<file path="config.mk">
export PLATFORM = sky130hd
export DESIGN_NAME = event_counter_bank
export DESIGN_NICKNAME = d
export VERILOG_FILES = /design/src/rtl/event_counter_pkg.sv /design/src/rtl/event_counter_channel.sv /design/src/rtl/event_counter_bank.sv
export SDC_FILE = /design/constraint.sdc
export NUM_CORES = 1
export LEC_CHECK = 0
export ABC_AREA = 1
export CORE_ASPECT_RATIO = 0.75
export CORE_MARGIN = 2
export CORE_UTILIZATION = 45
export DETAILED_ROUTE_END_ITERATION = 8
export HOLD_SLACK_MARGIN = 0.05
export PLACE_DENSITY = 0.76
export SKIP_CTS_REPAIR_TIMING = 1
export SYNTH_ARGS = -nofsm -noshare
export SYNTH_HDL_FRONTEND = slang
export SYNTH_SLANG_ARGS = --single-unit
</file>
<file path="constraint.sdc">
create_clock -name clk -period 1.3 [get_ports clk]
set_input_delay 0.26 -clock clk [delete_from_list [all_inputs] [get_ports clk]]
set_output_delay 0.26 -clock clk [all_outputs]
set_load 0.01 [all_outputs]
</file>
<file path="src/rtl/event_counter_pkg.sv">
// Shared constants for the event counter bank: direction and overflow mode encodings.
package event_counter_pkg;

    localparam logic DIR_UP    = 1'b0;
    localparam logic DIR_DOWN  = 1'b1;

    localparam logic MODE_WRAP = 1'b0;
    localparam logic MODE_SAT  = 1'b1;

endpackage : event_counter_pkg

</file>
<file path="src/rtl/event_counter_channel.sv">
// Single event counter channel: up/down counting between 0 and a runtime
// terminal value, with wrap or saturate behaviour, a one-cycle terminal-count
// pulse and a sticky overflow flag.
module event_counter_channel
    import event_counter_pkg::*;
#(
    parameter int unsigned WIDTH = 2
) (
    input  logic             clk,
    input  logic             reset,
    input  logic             x,
    input  logic             down,
    input  logic             sat,
    input  logic [WIDTH-1:0] modulus,
    input  logic             clear,
    output logic [WIDTH-1:0] count,
    output logic             tc,
    output logic             ovf
);

    logic [WIDTH-1:0] r_count;
    logic             r_tc;
    logic             r_ovf;

    logic [WIDTH-1:0] w_count_nxt;
    logic             w_tc_nxt;
    logic             w_ovf_nxt;

    // Next-state: clear beats events; counts above a lowered modulus are
    // handled by >= / > compares so they never walk the full 2^WIDTH range.
    always_comb begin
        w_count_nxt = r_count;
        w_tc_nxt    = 1'b0;
        w_ovf_nxt   = r_ovf;
        if (clear) begin
            w_count_nxt = '0;
            w_ovf_nxt   = 1'b0;
        end else if (x) begin
            if (down == DIR_UP) begin
                if (r_count >= modulus) begin
                    w_tc_nxt    = 1'b1;
                    w_ovf_nxt   = 1'b1;
                    w_count_nxt = (sat == MODE_SAT) ? modulus : '0;
                end else begin
                    w_count_nxt = r_count + WIDTH'(1);
                end
            end else begin
                if (r_count == '0) begin
                    w_tc_nxt    = 1'b1;
                    w_ovf_nxt   = 1'b1;
                    w_count_nxt = (sat == MODE_SAT) ? '0 : modulus;
                end else if (r_count > modulus) begin
                    w_count_nxt = modulus;
                end else begin
                    w_count_nxt = r_count - WIDTH'(1);
                end
            end
        end
    end

    // State register with synchronous reset.
    always_ff @(posedge clk) begin
        if (reset) begin
            r_count <= '0;
            r_tc    <= 1'b0;
            r_ovf   <= 1'b0;
        end else begin
            r_count <= w_count_nxt;
            r_tc    <= w_tc_nxt;
            r_ovf   <= w_ovf_nxt;
        end
    end

    assign count = r_count;
    assign tc    = r_tc;
    assign ovf   = r_ovf;

endmodule : event_counter_channel

</file>
<file path="src/rtl/event_counter_bank.sv">
// Bank of independent event counters sharing one runtime terminal value and
// one wrap/saturate mode; channel i's count is packed at [i*WIDTH +: WIDTH].
module event_counter_bank #(
    parameter int unsigned WIDTH    = 2,
    parameter int unsigned CHANNELS = 4
) (
    input  logic                      clk,
    input  logic                      reset,
    input  logic [CHANNELS-1:0]       x,
    input  logic [CHANNELS-1:0]       down,
    input  logic                      sat,
    input  logic [WIDTH-1:0]          modulus,
    input  logic [CHANNELS-1:0]       clear,
    output logic [CHANNELS*WIDTH-1:0] count,
    output logic [CHANNELS-1:0]       tc,
    output logic [CHANNELS-1:0]       ovf
);

    // One counter instance per channel; all outputs are registered inside.
    for (genvar g = 0; g < CHANNELS; g++) begin : g_ch
        event_counter_channel #(
            .WIDTH   (WIDTH)
        ) u_ch (
            .clk     (clk),
            .reset   (reset),
            .x       (x[g]),
            .down    (down[g]),
            .sat     (sat),
            .modulus (modulus),
            .clear   (clear[g]),
            .count   (count[g*WIDTH +: WIDTH]),
            .tc      (tc[g]),
            .ovf     (ovf[g])
        );
    end

endmodule : event_counter_bank

</file>
Word-level counts from Yosys, hierarchy flattened
Index checks and enable logic that the tools add are counted.
{"block": "word_totals", "input_bits": 17, "wordCells": 98, "ff_bits": 16, "output_inout_bits": 16}
{"block": "op_classes", "eq_ne": 4, "bitwise_logic": 4, "muxes": 42, "reduce_logical": 20, "n_addsub": 8, "order_cmp": 8}
{"operator": "2-bit 2-to-1 mux", "n": 18}
{"operator": "1-bit 2-to-1 mux", "n": 24}
{"operator": "3-bit AND reduction", "n": 4}
{"operator": "3-bit OR reduction", "n": 4}
{"operator": "2-bit by 1-bit adder with 2-bit output (second input constant)", "n": 4}
{"operator": "2-bit greater-or-equal comparator", "n": 4}
{"operator": "2-bit > comparator", "n": 4}
{"operator": "2-bit zero test", "n": 4}
{"operator": "2-bit by 1-bit inequality test with 1-bit output (second input constant)", "n": 4}
{"operator": "2-bit nonzero test", "n": 4}
{"operator": "2-bit OR reduction", "n": 4}
{"operator": "2-bit by 1-bit subtractor with 2-bit output (second input constant)", "n": 4}
{"operator": "1-bit inverter", "n": 4}

Depth between registers and ports, before layout
Gate-level depths: netlist (run 1).
{"block": "logic_depth", "ltp_word": 4, "mapped_depth": 11, "depth_no_buf": 11}

Hierarchy
From an unflattened synthesis (run 1), not the netlist that was laid out.
{"block": "hier_totals", "cells_unflattened": 244, "hier_area_um2": 1431.4}
{"mod": "event_counter_channel", "seq_area_each_um2": 80.1, "instances": 4, "area_each_um2": 357.8, "cells_per_inst": 61}

Worst setup path before layout (run 1)
No wires, ideal clock.
{"block": "synth_timing", "path_type": "reg-to-reg", "start": "register g_ch[2].u_ch.r_count[0]", "end": "register g_ch[2].u_ch.r_count[0]", "setup_ns": 0.066, "required_time_ns": 1.234, "path_buffers": 0, "arrival_time_ns": 1.298, "stages_incl_launch_ff": 10, "setup_slack_ns": -0.064, "synth_period_minus_slack_ns": 1.364, "path_cell_list": "dfxtp_1 inv_1 ha_1 nand2_2 nand3_2 nand2_1 nand2_1 o21ai_2 inv_1 a21oi_2"}
{"block": "synth_via", "elab_chain_len": 4, "elab_cells_between_ends": 9, "cone_classes": "add/sub: 2; order compare: 2; mux: 4; reduce/logical: 1"}
{"element": "start, declared", "line_no": "event_counter_channel.sv:21", "source": "logic [WIDTH-1:0] r_count;"}
{"element": "start signal, assigned", "line_no": "event_counter_channel.sv:68", "source": "r_count <= w_count_nxt;"}
{"element": "2-bit by 1-bit subtractor with 2-bit output / 2-bit > comparator (equally long branches)", "line_no": "event_counter_channel.sv:55, event_counter_channel.sv:52"}
{"element": "2-bit 2-to-1 mux", "line_no": "event_counter_channel.sv:52", "source": "end else if (r_count > modulus) begin"}
{"element": "2-bit 2-to-1 mux", "line_no": "event_counter_channel.sv:48", "source": "if (r_count == '0) begin"}
{"element": "2-bit 2-to-1 mux *", "line_no": "event_counter_channel.sv:39", "source": "if (down == DIR_UP) begin"}
Mark *: on every way between the ends. The rest lies on a longest branch, timed or not.
A chain may end at the register's enable or synchronous reset.

Worst setup path after layout (run 1)
Ends and elaborated chain as after synthesis.

==> PnR_summary.wiki, run 1 <==
{| class="wikitable"
! Metric !! Value
|-
| Cell taking the most area after synthesis || sky130_fd_sc_hd__dfxtp_1
|-
| Ordered list of cells on the worst path || buf_4 > inv_4 > ha_4 > nand2_4 > buf_4 > nand2_2 > nand2_1 > o211ai_1 > nand2_1 > a21oi_2
|-
| Buffer cell driving the clock tree root || sky130_fd_sc_hd__clkbuf_8
|-
| Number of antenna diodes || 0
|-
| Final layout net count || ~300
|-
| Violations in the final reports || setup timing
|-
| Aggregate global routing overflow || 0
|-
| Delay-heaviest family, CP || flip-flops
|-
| Crit path time final || 1430 ps
|-
| Total clock sinks || 16
|-
| Worst Tran Pin Value || 290 ps
|-
| RSZ-0062 raised after global routing || true
|-
| Routing usage on met1 || 26.8%
|-
| Smallest hold slack || approximately 450 ps
|-
| Share of synthesized area occupied by flip-flops and latches || a little under a quarter
|-
| Per-cell via count in the routed design || 5.10
|-
| Power density over cell area || between 700 and 800 mW/mm²
|-
| IO Count || 33
|-
| Relative slew slack || 80.7%
|-
| Result of the run || complete, but fails checks
|-
| Area of the mapped netlist || 0.00140 mm²
|-
| Height of the chip || between 50 and 60 µm
|-
| Number of warnings printed during yosys synthesis || 0
|-
| Initial Utilization || 47.3%
|-
| Floorplan Core Area || 0.00296 mm²
|-
| Vias after detailed routing || between 1500 and 2000
|-
| Type of element launching the critical path || register
|-
| Leading post-synthesis cells by cell area || sky130_fd_sc_hd__dfxtp_1, sky130_fd_sc_hd__nand2_1, sky130_fd_sc_hd__ha_1
|-
| Required arrival time at the worst endpoint || 1490 ps
|-
| Most frequent cells in the layout || sky130_fd_sc_hd__nand2_1, sky130_fd_sc_hd__inv_1, sky130_fd_sc_hd__buf_4
|-
| Maximum buffer depth of the clock tree || 2
|-
| Final HPWL from detailed placement || roughly 2500 µm
|-
| TritonCTS clock tree || built
|-
| 1st-iter DRT viols || 58
|-
| Slowest cell on the critical path || sky130_fd_sc_hd__dfxtp_2
|-
| Number of nets still failing antenna checks after routing || 0
|-
| Final worst setup slack || -132 ps
|-
| Most common library cell in the layout ignoring fill and taps || sky130_fd_sc_hd__nand2_1
|-
| Number of buffers created by CTS || 3
|-
| Crit path capture type || register
|-
| Seq pwr share || 33.9%
|-
| Synth-to-Final Area Change || 55.7%
|-
| Pin count of the biggest net entering global routing || 9
|-
| Detailed Routing Iterations Pass 1 || 4
|-
| Overall fraction of global-route tracks in use || 19.9%
|-
| Clock transition at the registers of the reported paths || 60 ps
|-
| Avg Inst Size Synth || 6.35 µm²
|-
| Cell-internal power || around 1.0 mW
|-
| Source-to-sink clock delay at the later pin of the worst-skew pair || 250 ps
|-
| Critical path start-end classification || reg2reg
|-
| Number of global-route vias before repair || around 1200
|-
| Net Sw Power || about 550 µW
|-
| Worst endpoint data arrival time || 1620 ps
|-
| Number of core rows || 17
|-
| Drt drc || 0
|-
| Ys flop type || sky130_fd_sc_hd__dfxtp_1
|-
| Share of synthesized registers carrying an async set or reset || 0%
|-
| Flop and latch count out of synthesis || 16
|-
| Stage delay of the slowest cell on the critical path || 320 ps
|-
| Count of port buffers added during placement || 32
|-
| Largest vdd supply drop || approximately 0.58 mV
|-
| Share of the clock period used by the worst path || 110%
|-
| X dimension of the die || 68.4 µm
|-
| Critical-path maximum fanout || 4
|-
| Final-report hold violation count || 0
|-
| Highest Clock Rate || 698 MHz
|-
| Wirelength per Cell || 13.9 µm
|-
| Final setup violation count || 6
|-
| Max-Cap Viols || 0
|-
| Post-Syn Nets || 249
|-
| Total Routed Length || 4230 µm
|-
| Setup TNS after final layout || -435 ps
|-
| Fraction of layout cells with a size suffix above 1 || ~34%
|-
| Number of buffers and inverters on the critical path || 3
|-
| Clk_skew || between 0.8 and 0.9 ps
|-
| Switching part of the total power || a little over a third
|-
| Number of enable-type register cells in the synthesized netlist || 0
|-
| Unique masters post-synth || 21
|-
| Pins over their slew limit || 0
|-
| Combinational cell fraction of total power || approximately two fifths
|-
| Wire length of the first global-routing pass || 5290 µm
|-
| Final RePlAce weighted congestion || 0.869
|-
| GR met2 Demand/Resource || 31.2%
|-
| Portion of synthesized cell area occupied by the leading cell type || around 23%
|-
| Met3 GRT Util || 5.81%
|-
| Static power due to leakage || roughly 1.3 nW
|-
| Antenna violations before repair || 0
|-
| Cells after Synth || 220
|-
| Die outline area || 0.00357 mm²
|-
| Clk pwr share || approximately a quarter
|-
| Post-layout utilization of the core || 73.6%
|-
| Busiest grt layer || met2
|-
| Depth of the CTS H-tree || 1
|-
| Worst Hold Class || reg2reg
|}
-- path summary, 6_finish.rpt --
kind                                      start                                 end  slack (ps)  depth (start not counted)
min               g_ch[2].u_ch.ovf$_SDFFE_PP0P_       g_ch[2].u_ch.ovf$_SDFFE_PP0P_         450                          2
max reg2reg  g_ch[2].u_ch.count[0]$_SDFFE_PP0P_  g_ch[2].u_ch.count[0]$_SDFFE_PP0P_        -130                         10
max          g_ch[2].u_ch.count[0]$_SDFFE_PP0P_  g_ch[2].u_ch.count[0]$_SDFFE_PP0P_        -130                         10
min reg2reg       g_ch[2].u_ch.ovf$_SDFFE_PP0P_       g_ch[2].u_ch.ovf$_SDFFE_PP0P_         450                          2
-- layout make-up --
| cell class | instances | area [µm²] |
|---|---|---|
| well taps | 38 | 47.5 |
| clock buffers | 3 | 41.3 |
| repair buffers | 52 | 508 |
| multi-input cells | 148 | 1050 |
| inverters | 48 | 189 |
| fillers | 222 | 781 |
| flip-flops and latches | 16 | 338 |
-- flip-flops by register name (all words and copies together) (netlist names) --
name,cells
g_ch.u_ch.count,8
g_ch.u_ch.ovf,4
g_ch.u_ch.tc,4
-- routing by layer --
metal  vias up  wire (µm)
li1        790          -
met1       702       1820
met2        55       2010
met3        10        308
met4         0         81
met5         -          0
-- synthesized netlist by cell type, types with 2 or more instances --
cell and instances:
sky130_fd_sc_hd__nand2_1 53, sky130_fd_sc_hd__nand3_1 21, sky130_fd_sc_hd__nor2_1 7, sky130_fd_sc_hd__o211ai_1 3, sky130_fd_sc_hd__buf_4 8, sky130_fd_sc_hd__nand4_1 6, sky130_fd_sc_hd__or2_1 2, sky130_fd_sc_hd__ha_1 12
sky130_fd_sc_hd__dfxtp_1 16, sky130_fd_sc_hd__o21ai_0 8, sky130_fd_sc_hd__a21oi_1 5, sky130_fd_sc_hd__nand2_2 15, sky130_fd_sc_hd__o21ai_1 4, sky130_fd_sc_hd__inv_2 9, sky130_fd_sc_hd__nand3_2 3, sky130_fd_sc_hd__inv_1 38
sky130_fd_sc_hd__a21oi_2 6
-- power by group through the flow --
stage / clock network [mW] / registers (mW) / logic, mW
2_1_floorplan: 0 / 0.542 / 0.319
3_3_place_gp: 0 / 0.537 / 0.497
3_5_place_dp: 0 / 0.537 / 0.505
4_1_cts: 0.389 / 0.527 / 0.508
5_1_grt: 0.418 / 0.530 / 0.708
6_report: 0.380 / 0.528 / 0.652
-- through the flow --
stage	setup slack (ps)	total power, mW	instances	cell area (µm²)
2_1_floorplan	-19.0	0.862	220	1400
3_3_place_gp	-601	1.03	297	1820
3_5_place_dp	-627	1.04	297	1820
4_1_cts	-370	1.42	300	1860
5_1_grt	-183	1.66	305	2180
6_report	-132	1.56	305	2180
-- tightest hold or removal path: stages, from the launching register on --
cell and delay (ps):
sky130_fd_sc_hd__dfxtp_1 310, sky130_fd_sc_hd__nand2_1 60, sky130_fd_sc_hd__nand2_1 40
-- logic make-up (layout without fill, tap and decap cells) --
kind of cell / after synthesis / after routing / share of synthesized area (%)
flip-flops: 16 / 16 / 22.9
adder cells (fa/ha/maj): 12 / 12 / 10.7
AND/OR/NAND/NOR: 108 / 108 / 36.5
AO/OA/AOI/OAI: 28 / 28 / 12.5
buffers and inverters: 56 / 103 / 17.3
Note: power is estimated with default switching activity, not from simulation.
==> inputs of run 2 (changes only) <==
--- a/config.mk
+++ b/config.mk
@@ -8,10 +8,11 @@
 export ABC_AREA = 1
 export CORE_ASPECT_RATIO = 0.75
 export CORE_MARGIN = 2
-export CORE_UTILIZATION = 45
+export CORE_UTILIZATION = 47
+export CTS_BUF_LIST = sky130_fd_sc_hd__clkbuf_4
 export DETAILED_ROUTE_END_ITERATION = 8
 export HOLD_SLACK_MARGIN = 0.05
-export PLACE_DENSITY = 0.76
+export PLACE_DENSITY = 0.79
 export SKIP_CTS_REPAIR_TIMING = 1
 export SYNTH_ARGS = -nofsm -noshare
 export SYNTH_HDL_FRONTEND = slang
==> PnR_summary.wiki, run 2 (same netlist as run 1, synthesis figures left out) <==
{| class="wikitable"
! Metric !! Value
|-
| Reg2Reg Setup Slack || -100 ps (was -130 ps)
|-
| Wire length of the first global-routing pass || 5390 µm (was 5290 µm)
|-
| Pin count of the biggest net entering global routing || 9 (unchanged)
|-
| Critical path start-end classification || reg2reg (unchanged)
|-
| Pins over their slew limit || 0 (unchanged)
|-
| Count of fill cells added during filler insertion || 213 (was 222)
|-
| Worst endpoint data arrival time || 1630 ps (was 1620 ps)
|-
| Largest vdd supply drop || 0.466 mV (was 0.576 mV)
|-
| Final RePlAce weighted congestion || 0.901 (was 0.869)
|-
| Final-report hold violation count || 0 (unchanged)
|-
| Static power due to leakage || 1.32 nW (was 1.33 nW)
|-
| Synth-to-Final Area Change || 57.4% (was 55.7%)
|-
| Delay-heaviest family, CP || flip-flops (unchanged)
|-
| Max reg flops || 8 (unchanged)
|-
| Total Routed Length || 4040 µm (was 4230 µm)
|-
| Final setup violation count || 5 (was 6)
|-
| Clock transition at the registers of the reported paths || 100 ps (was 60 ps)
|-
| IO Count || 33 (unchanged)
|-
| Aggregate global routing overflow || 0 (unchanged)
|-
| Crit path time final || 1400 ps (was 1430 ps)
|-
| Final layout net count || 299 (was 298)
|-
| Number of core rows || 17 (unchanged)
|-
| Capture instance of the worst register-to-register path || g_ch[2].u_ch.count[0]$_SDFFE_PP0P_ (unchanged)
|-
| Antenna violations before repair || 0 (unchanged)
|-
| Share of the clock period used by the worst path || 108% (was 110%)
|-
| Most common library cell in the layout ignoring fill and taps || sky130_fd_sc_hd__nand2_1 (unchanged)
|-
| Critical-path maximum fanout || 4 (unchanged)
|-
| Number of nets still failing antenna checks after routing || 0 (unchanged)
|-
| Final worst setup slack || -101 ps (was -132 ps)
|-
| Clk_skew || 0.448 ps (was 0.874 ps)
|-
| Slowest cell on the critical path || sky130_fd_sc_hd__dfxtp_2 (unchanged)
|-
| Height of the chip || 51.2 µm (was 52.3 µm)
|-
| Detailed Routing Iterations Pass 1 || 4 (unchanged)
|-
| Number of buffers and inverters on the critical path || 3 (unchanged)
|-
| Worst setup path startpoint || g_ch[2].u_ch.count[0]$_SDFFE_PP0P_ (unchanged)
|-
| Reg2Reg Launch Point || g_ch[2].u_ch.count[0]$_SDFFE_PP0P_ (unchanged)
|-
| Final HPWL from detailed placement || 2630 µm (was 2520 µm)
|-
| Type of element launching the critical path || register (unchanged)
|-
| Worst Tran Pin Value || 308 ps (was 290 ps)
|-
| Drt drc || 0 (unchanged)
|-
| Power density over cell area || 666 mW/mm² (was 717 mW/mm²)
|-
| Max-Cap Viols || 0 (unchanged)
|-
| Detail Route met3 WL || 208 µm (was 308 µm)
|-
| Total clock sinks || 16 (unchanged)
|-
| Source-to-sink clock delay at the later pin of the worst-skew pair || 290 ps (was 250 ps)
|-
| 1st-iter DRT viols || 82 (was 58)
|-
| Highest Clock Rate || 714 MHz (was 698 MHz)
|-
| TritonCTS clock tree || built (unchanged)
|-
| Wirelength per Cell || 13.2 µm (was 13.9 µm)
|-
| Result of the run || complete, but fails checks (unchanged)
|-
| Violations in the final reports || setup timing (unchanged)
|-
| Die outline area || 0.00343 mm² (was 0.00357 mm²)
|-
| Total met2 wirelength after detailed routing || 1890 µm (was 2010 µm)
|-
| Post-detailed-placement cell area || 0.00183 mm² (was 0.00182 mm²)
|-
| Per-cell via count in the routed design || 5.09 (was 5.10)
|-
| Floorplan Core Area || 0.00289 mm² (was 0.00296 mm²)
|-
| Critical Path Stages || 10 (unchanged)
|-
| Ordered list of cells on the worst path || buf_6 > inv_4 > ha_4 > nand2_4 > buf_6 > nand2_4 > nand2_1 > o211ai_1 > nand2_1 > a21oi_2 (was buf_4 > inv_4 > ha_4 > nand2_4 > buf_4 > nand2_2 > nand2_1 > o211ai_1 > nand2_1 > a21oi_2)
|-
| Routed metal-1 wire length || 1870 µm (was 1820 µm)
|-
| Depth of the CTS H-tree || 1 (unchanged)
|-
| Initial Utilization || 48.3% (was 47.3%)
|-
| Number of global-route vias before repair || 1327 (was 1238)
|-
| Most frequent cells in the layout || sky130_fd_sc_hd__nand2_1, sky130_fd_sc_hd__inv_1, sky130_fd_sc_hd__buf_4 (unchanged)
|-
| Overall fraction of global-route tracks in use || 20.5% (was 19.9%)
|-
| Buffer cell driving the clock tree root || sky130_fd_sc_hd__clkbuf_4 (was sky130_fd_sc_hd__clkbuf_8)
|-
| Worst hold path cell count || 2 (unchanged)
|-
| Final cell area excluding filler cells || 0.00220 mm² (was 0.00218 mm²)
|-
| Stage delay of the slowest cell on the critical path || 350 ps (was 320 ps)
|-
| Top routing layer used || met4 (unchanged)
|-
| Count of port buffers added during placement || 32 (unchanged)
|-
| Smallest hold slack || 459 ps (was 448 ps)
|-
| X dimension of the die || 67.0 µm (was 68.4 µm)
|-
| Capture point of the worst path || g_ch[2].u_ch.count[0]$_SDFFE_PP0P_ (unchanged)
|-
| Worst Hold Class || reg2reg (unchanged)
|-
| Relative slew slack || 79.4% (was 80.7%)
|-
| Fraction of layout cells with a size suffix above 1 || 37.7% (was 34.1%)
|-
| Maximum buffer depth of the clock tree || 2 (unchanged)
|-
| Worst Reg-to-Reg Cells || 10 (unchanged)
|-
| Vias after detailed routing || 1559 (was 1557)
|-
| Required arrival time at the worst endpoint || 1530 ps (was 1490 ps)
|-
| Number of buffers created by CTS || 3 (unchanged)
|-
| RSZ-0062 raised after global routing || true (unchanged)
|-
| Crit path capture type || register (unchanged)
|-
| Number of antenna diodes || 0 (unchanged)
|}
==> run 2: worst register-to-register path, delay by kind of cell, from the launching register on <==
| family | cells | cell delay (ps) |
|---|---|---|
| and+or+nand+nor | 4 | 270 |
| AOI/OAI and AO/OA | 2 | 200 |
| buffers and inverters | 3 | 260 |
| adders and majority gates | 1 | 260 |
| DFF | 1 | 350 |
==> run 2: worst min path at each step <==
stage                     slack [ps]                                 end                          start
after global placement           440       g_ch[3].u_ch.ovf$_SDFFE_PP0P_  g_ch[3].u_ch.ovf$_SDFFE_PP0P_
final                            460       g_ch[2].u_ch.ovf$_SDFFE_PP0P_  g_ch[2].u_ch.ovf$_SDFFE_PP0P_
after CTS                        460       g_ch[1].u_ch.ovf$_SDFFE_PP0P_  g_ch[1].u_ch.ovf$_SDFFE_PP0P_
after detailed placement         440       g_ch[1].u_ch.ovf$_SDFFE_PP0P_  g_ch[1].u_ch.ovf$_SDFFE_PP0P_
after global routing             470       g_ch[1].u_ch.ovf$_SDFFE_PP0P_  g_ch[1].u_ch.ovf$_SDFFE_PP0P_
after floorplan                  370  g_ch[0].u_ch.count[1]$_SDFFE_PP0P_                           x[0]
==> run 2: cell type report <==
type | count | area, µm² | area share [%]
inverters | 48 | 186 | 8.48
repair buffers | 53 | 523 | 23.8
multi-input cells | 148 | 1080 | 49.2
flip-flops and latches | 16 | 338 | 15.4
clock buffers | 3 | 22.5 | 1.02
well taps | 38 | 47.5 | 2.16
==> run 2: power by group <==
| part | internal, mW | switching [mW] | total [mW] |
|---|---|---|---|
| logic | 0.302 | 0.361 | 0.663 |
| clock network | 0.108 | 0.167 | 0.275 |
| registers | 0.511 | 0.0163 | 0.527 |
| total | 0.921 | 0.544 | 1.47 |
==> run 2: metal layers <==
metal	vias up	GRT usage [%]
li1	791	-
met1	702	26.7
met2	52	34.2
met3	14	5.51
met4	0	3.74
met5	-	0
==> run 2: stage by stage <==
stage	std cells	power [mW]	utilization (%)	worst slack, ps	TNS (ps)
3_3_place_gp	298	1.03	63.3	-591	-8440
4_1_cts	301	1.32	64.1	-321	-6750
6_report	306	1.47	76.0	-101	-196
5_1_grt	306	1.55	76.0	-175	-845
3_5_place_dp	298	1.05	63.3	-624	-8940
2_1_floorplan	220	0.862	-	-19.0	-27.8
==> inputs of run 3 (changes only) <==
--- a/config.mk
+++ b/config.mk
@@ -14,6 +14,7 @@
 export HOLD_SLACK_MARGIN = 0.05
 export PLACE_DENSITY = 0.79
 export SKIP_CTS_REPAIR_TIMING = 1
+export SLEW_MARGIN = 20
 export SYNTH_ARGS = -nofsm -noshare
 export SYNTH_HDL_FRONTEND = slang
 export SYNTH_SLANG_ARGS = --single-unit
==> constraint.sdc (replaced) <==
create_clock -name clk -period 1.3 [get_ports clk]
set_input_delay 0.13 -clock clk [delete_from_list [all_inputs] [get_ports clk]]
set_output_delay 0.13 -clock clk [all_outputs]
set_load 0.01 [all_outputs]
==> PnR_summary.wiki, run 3 (same netlist as run 1, synthesis figures left out) <==
{| class="wikitable"
! Metric !! Value
|-
| Crit path capture type || register (unchanged)
|-
| Count of fill cells added during filler insertion || 217 (was 213)
|-
| Detailed Routing Iterations Pass 1 || 4 (unchanged)
|-
| Max-Cap Viols || 0 (unchanged)
|-
| Final HPWL from detailed placement || 2480 µm (was 2630 µm)
|-
| Static power due to leakage || 1.27 nW (was 1.32 nW)
|-
| Drt drc || 0 (unchanged)
|-
| Wirelength per Cell || 11.7 µm (was 13.2 µm)
|-
| 1st-iter DRT viols || 62 (was 82)
|-
| Count of port buffers added during placement || 32 (unchanged)
|-
| Height of the chip || 51.2 µm (unchanged)
|-
| Final RePlAce weighted congestion || 0.885 (was 0.901)
|-
| Number of antenna diodes || 0 (unchanged)
|-
| Final worst setup slack || -21.3 ps (was -101 ps)
|-
| Maximum buffer depth of the clock tree || 2 (unchanged)
|-
| Most common library cell in the layout ignoring fill and taps || sky130_fd_sc_hd__nand2_1 (unchanged)
|-
| Crit path time final || 1320 ps (was 1400 ps)
|-
| Smallest hold slack || 427 ps (was 459 ps)
|-
| Clk_skew || 0.567 ps (was 0.448 ps)
|-
| Total Routed Length || 3510 µm (was 4040 µm)
|-
| RSZ-0062 raised after global routing || true (unchanged)
|-
| Area of combinational cells with multiple inputs || 0.00106 mm² (was 0.00108 mm²)
|-
| X dimension of the die || 67.0 µm (unchanged)
|-
| Pin count of the biggest net entering global routing || 9 (unchanged)
|-
| Worst Hold Class || in2reg (was reg2reg)
|-
| Number of global-route vias before repair || 1259 (was 1327)
|-
| Clock transition at the registers of the reported paths || 90 ps (was 100 ps)
|-
| Final-report hold violation count || 0 (unchanged)
|-
| Max reg flops || 8 (unchanged)
|-
| IO Count || 33 (unchanged)
|-
| Power density over cell area || 661 mW/mm² (was 666 mW/mm²)
|-
| Post-layout utilization of the core || 74.0% (was 76.0%)
|-
| Initial Utilization || 48.3% (unchanged)
|-
| Number of core rows || 17 (unchanged)
|-
| Per-cell via count in the routed design || 4.97 (was 5.09)
|-
| Critical-path maximum fanout || 3 (was 4)
|-
| Area taken by flip-flops and latches || 338 µm² (unchanged)
|-
| Type of element launching the critical path || register (unchanged)
|-
| Reg2Reg Setup Slack || -20 ps (was -100 ps)
|-
| Final layout net count || 294 (was 299)
|-
| Aggregate global routing overflow || 0 (unchanged)
|-
| Source-to-sink clock delay at the later pin of the worst-skew pair || 290 ps (about the same)
|-
| Pins over their slew limit || 0 (unchanged)
|-
| Wire length of the first global-routing pass || 5310 µm (was 5390 µm)
|-
| Violations in the final reports || setup timing (unchanged)
|-
| Final setup violation count || 2 (was 5)
|-
| Antenna violations before repair || 0 (unchanged)
|-
| Setup TNS after final layout || -41.0 ps (was -196 ps)
|-
| Number of nets still failing antenna checks after routing || 0 (unchanged)
|-
| Most frequent cells in the layout || sky130_fd_sc_hd__nand2_1, sky130_fd_sc_hd__inv_1, sky130_fd_sc_hd__inv_2 (was sky130_fd_sc_hd__nand2_1, sky130_fd_sc_hd__inv_1, sky130_fd_sc_hd__buf_4)
|-
| Relative slew slack || 63.9% (was 79.4%)
|-
| Floorplan Core Area || 0.00289 mm² (unchanged)
|-
| TritonCTS clock tree || built (unchanged)
|-
| Synth-to-Final Area Change || 53.1% (was 57.4%)
|-
| Number of buffers created by CTS || 3 (unchanged)
|-
| Post-detailed-placement cell area || 0.00182 mm² (was 0.00183 mm²)
|-
| Highest Clock Rate || 757 MHz (was 714 MHz)
|-
| Largest vdd supply drop || 0.603 mV (was 0.466 mV)
|-
| Share of the clock period used by the worst path || 102% (was 108%)
|-
| Worst Tran Pin Value || 541 ps (was 308 ps)
|-
| Overall fraction of global-route tracks in use || 20.4% (was 20.5%)
|-
| Critical path start-end classification || reg2reg (unchanged)
|-
| Final cell area excluding filler cells || 0.00214 mm² (was 0.00220 mm²)
|-
| Buffer cell driving the clock tree root || sky130_fd_sc_hd__clkbuf_4 (unchanged)
|-
| Die outline area || 0.00343 mm² (unchanged)
|-
| Required arrival time at the worst endpoint || 1490 ps (was 1530 ps)
|-
| Final Total Pwr || 1.41 mW (was 1.47 mW)
|-
| Total clock sinks || 16 (unchanged)
|-
| Depth of the CTS H-tree || 1 (unchanged)
|-
| Result of the run || complete, but fails checks (unchanged)
|-
| Fraction of layout cells with a size suffix above 1 || 35.7% (was 37.7%)
|-
| Worst endpoint data arrival time || 1510 ps (was 1630 ps)
|-
| Vias after detailed routing || 1495 (was 1559)
|}
## run 3: critical path, stage by stage, from the launching register on
cell and delay (ps):
sky130_fd_sc_hd__dfxtp_4 370, sky130_fd_sc_hd__ha_4 260, sky130_fd_sc_hd__nand2_4 90, sky130_fd_sc_hd__nand2_4 60, sky130_fd_sc_hd__nand2_1 80, sky130_fd_sc_hd__nand2_1 60, sky130_fd_sc_hd__nand3_1 70, sky130_fd_sc_hd__nand2_1 80
sky130_fd_sc_hd__a21oi_2 120, sky130_fd_sc_hd__nor2_1 40
## run 3: layer usage
layer / global-route usage, % / part of all wire (%)
met3: 5.51 / 6.7
met1: 28.1 / 47
met4: 4.08 / 0.29
met2: 32.0 / 46
met5: 0 / 0
## run 3: layout make-up
cell class | count | area share [%]
multi-input cells | 148 | 49.7
repair buffers | 48 | 22.6
flip-flops and latches | 16 | 15.8
inverters | 48 | 8.60
well taps | 38 | 2.22
clock buffers | 3 | 1.05
## run 3: per-stage QoR
step | setup WS, ps | cells
final | -21.3 | 301
after detailed placement | -532 | 296
after floorplan | -17.9 | 220
after CTS | -223 | 299
after global routing | -127 | 301
after global placement | -507 | 296
## run 3: worst paths after layout
| path | startpoint | end | cells past startpoint |
|---|---|---|---|
| min reg2reg | g_ch[0].u_ch.ovf$_SDFFE_PP0P_ | g_ch[0].u_ch.ovf$_SDFFE_PP0P_ | 2 |
| max reg2reg | g_ch[1].u_ch.count[1]$_SDFFE_PP0P_ | g_ch[1].u_ch.count[0]$_SDFFE_PP0P_ | 9 |
| min | modulus[1] | g_ch[3].u_ch.count[1]$_SDFFE_PP0P_ | 5 |
| max | g_ch[1].u_ch.count[1]$_SDFFE_PP0P_ | g_ch[1].u_ch.count[0]$_SDFFE_PP0P_ | 9 |
## run 3: power by group
group | leakage [nW] | total (mW) | switching [mW] | internal, mW
logic | 1.12 | 0.627 | 0.337 | 0.289
registers | 0.135 | 0.526 | 0.0153 | 0.511
clock network | 0.0138 | 0.261 | 0.153 | 0.108
total | 1.27 | 1.41 | 0.506 | 0.908
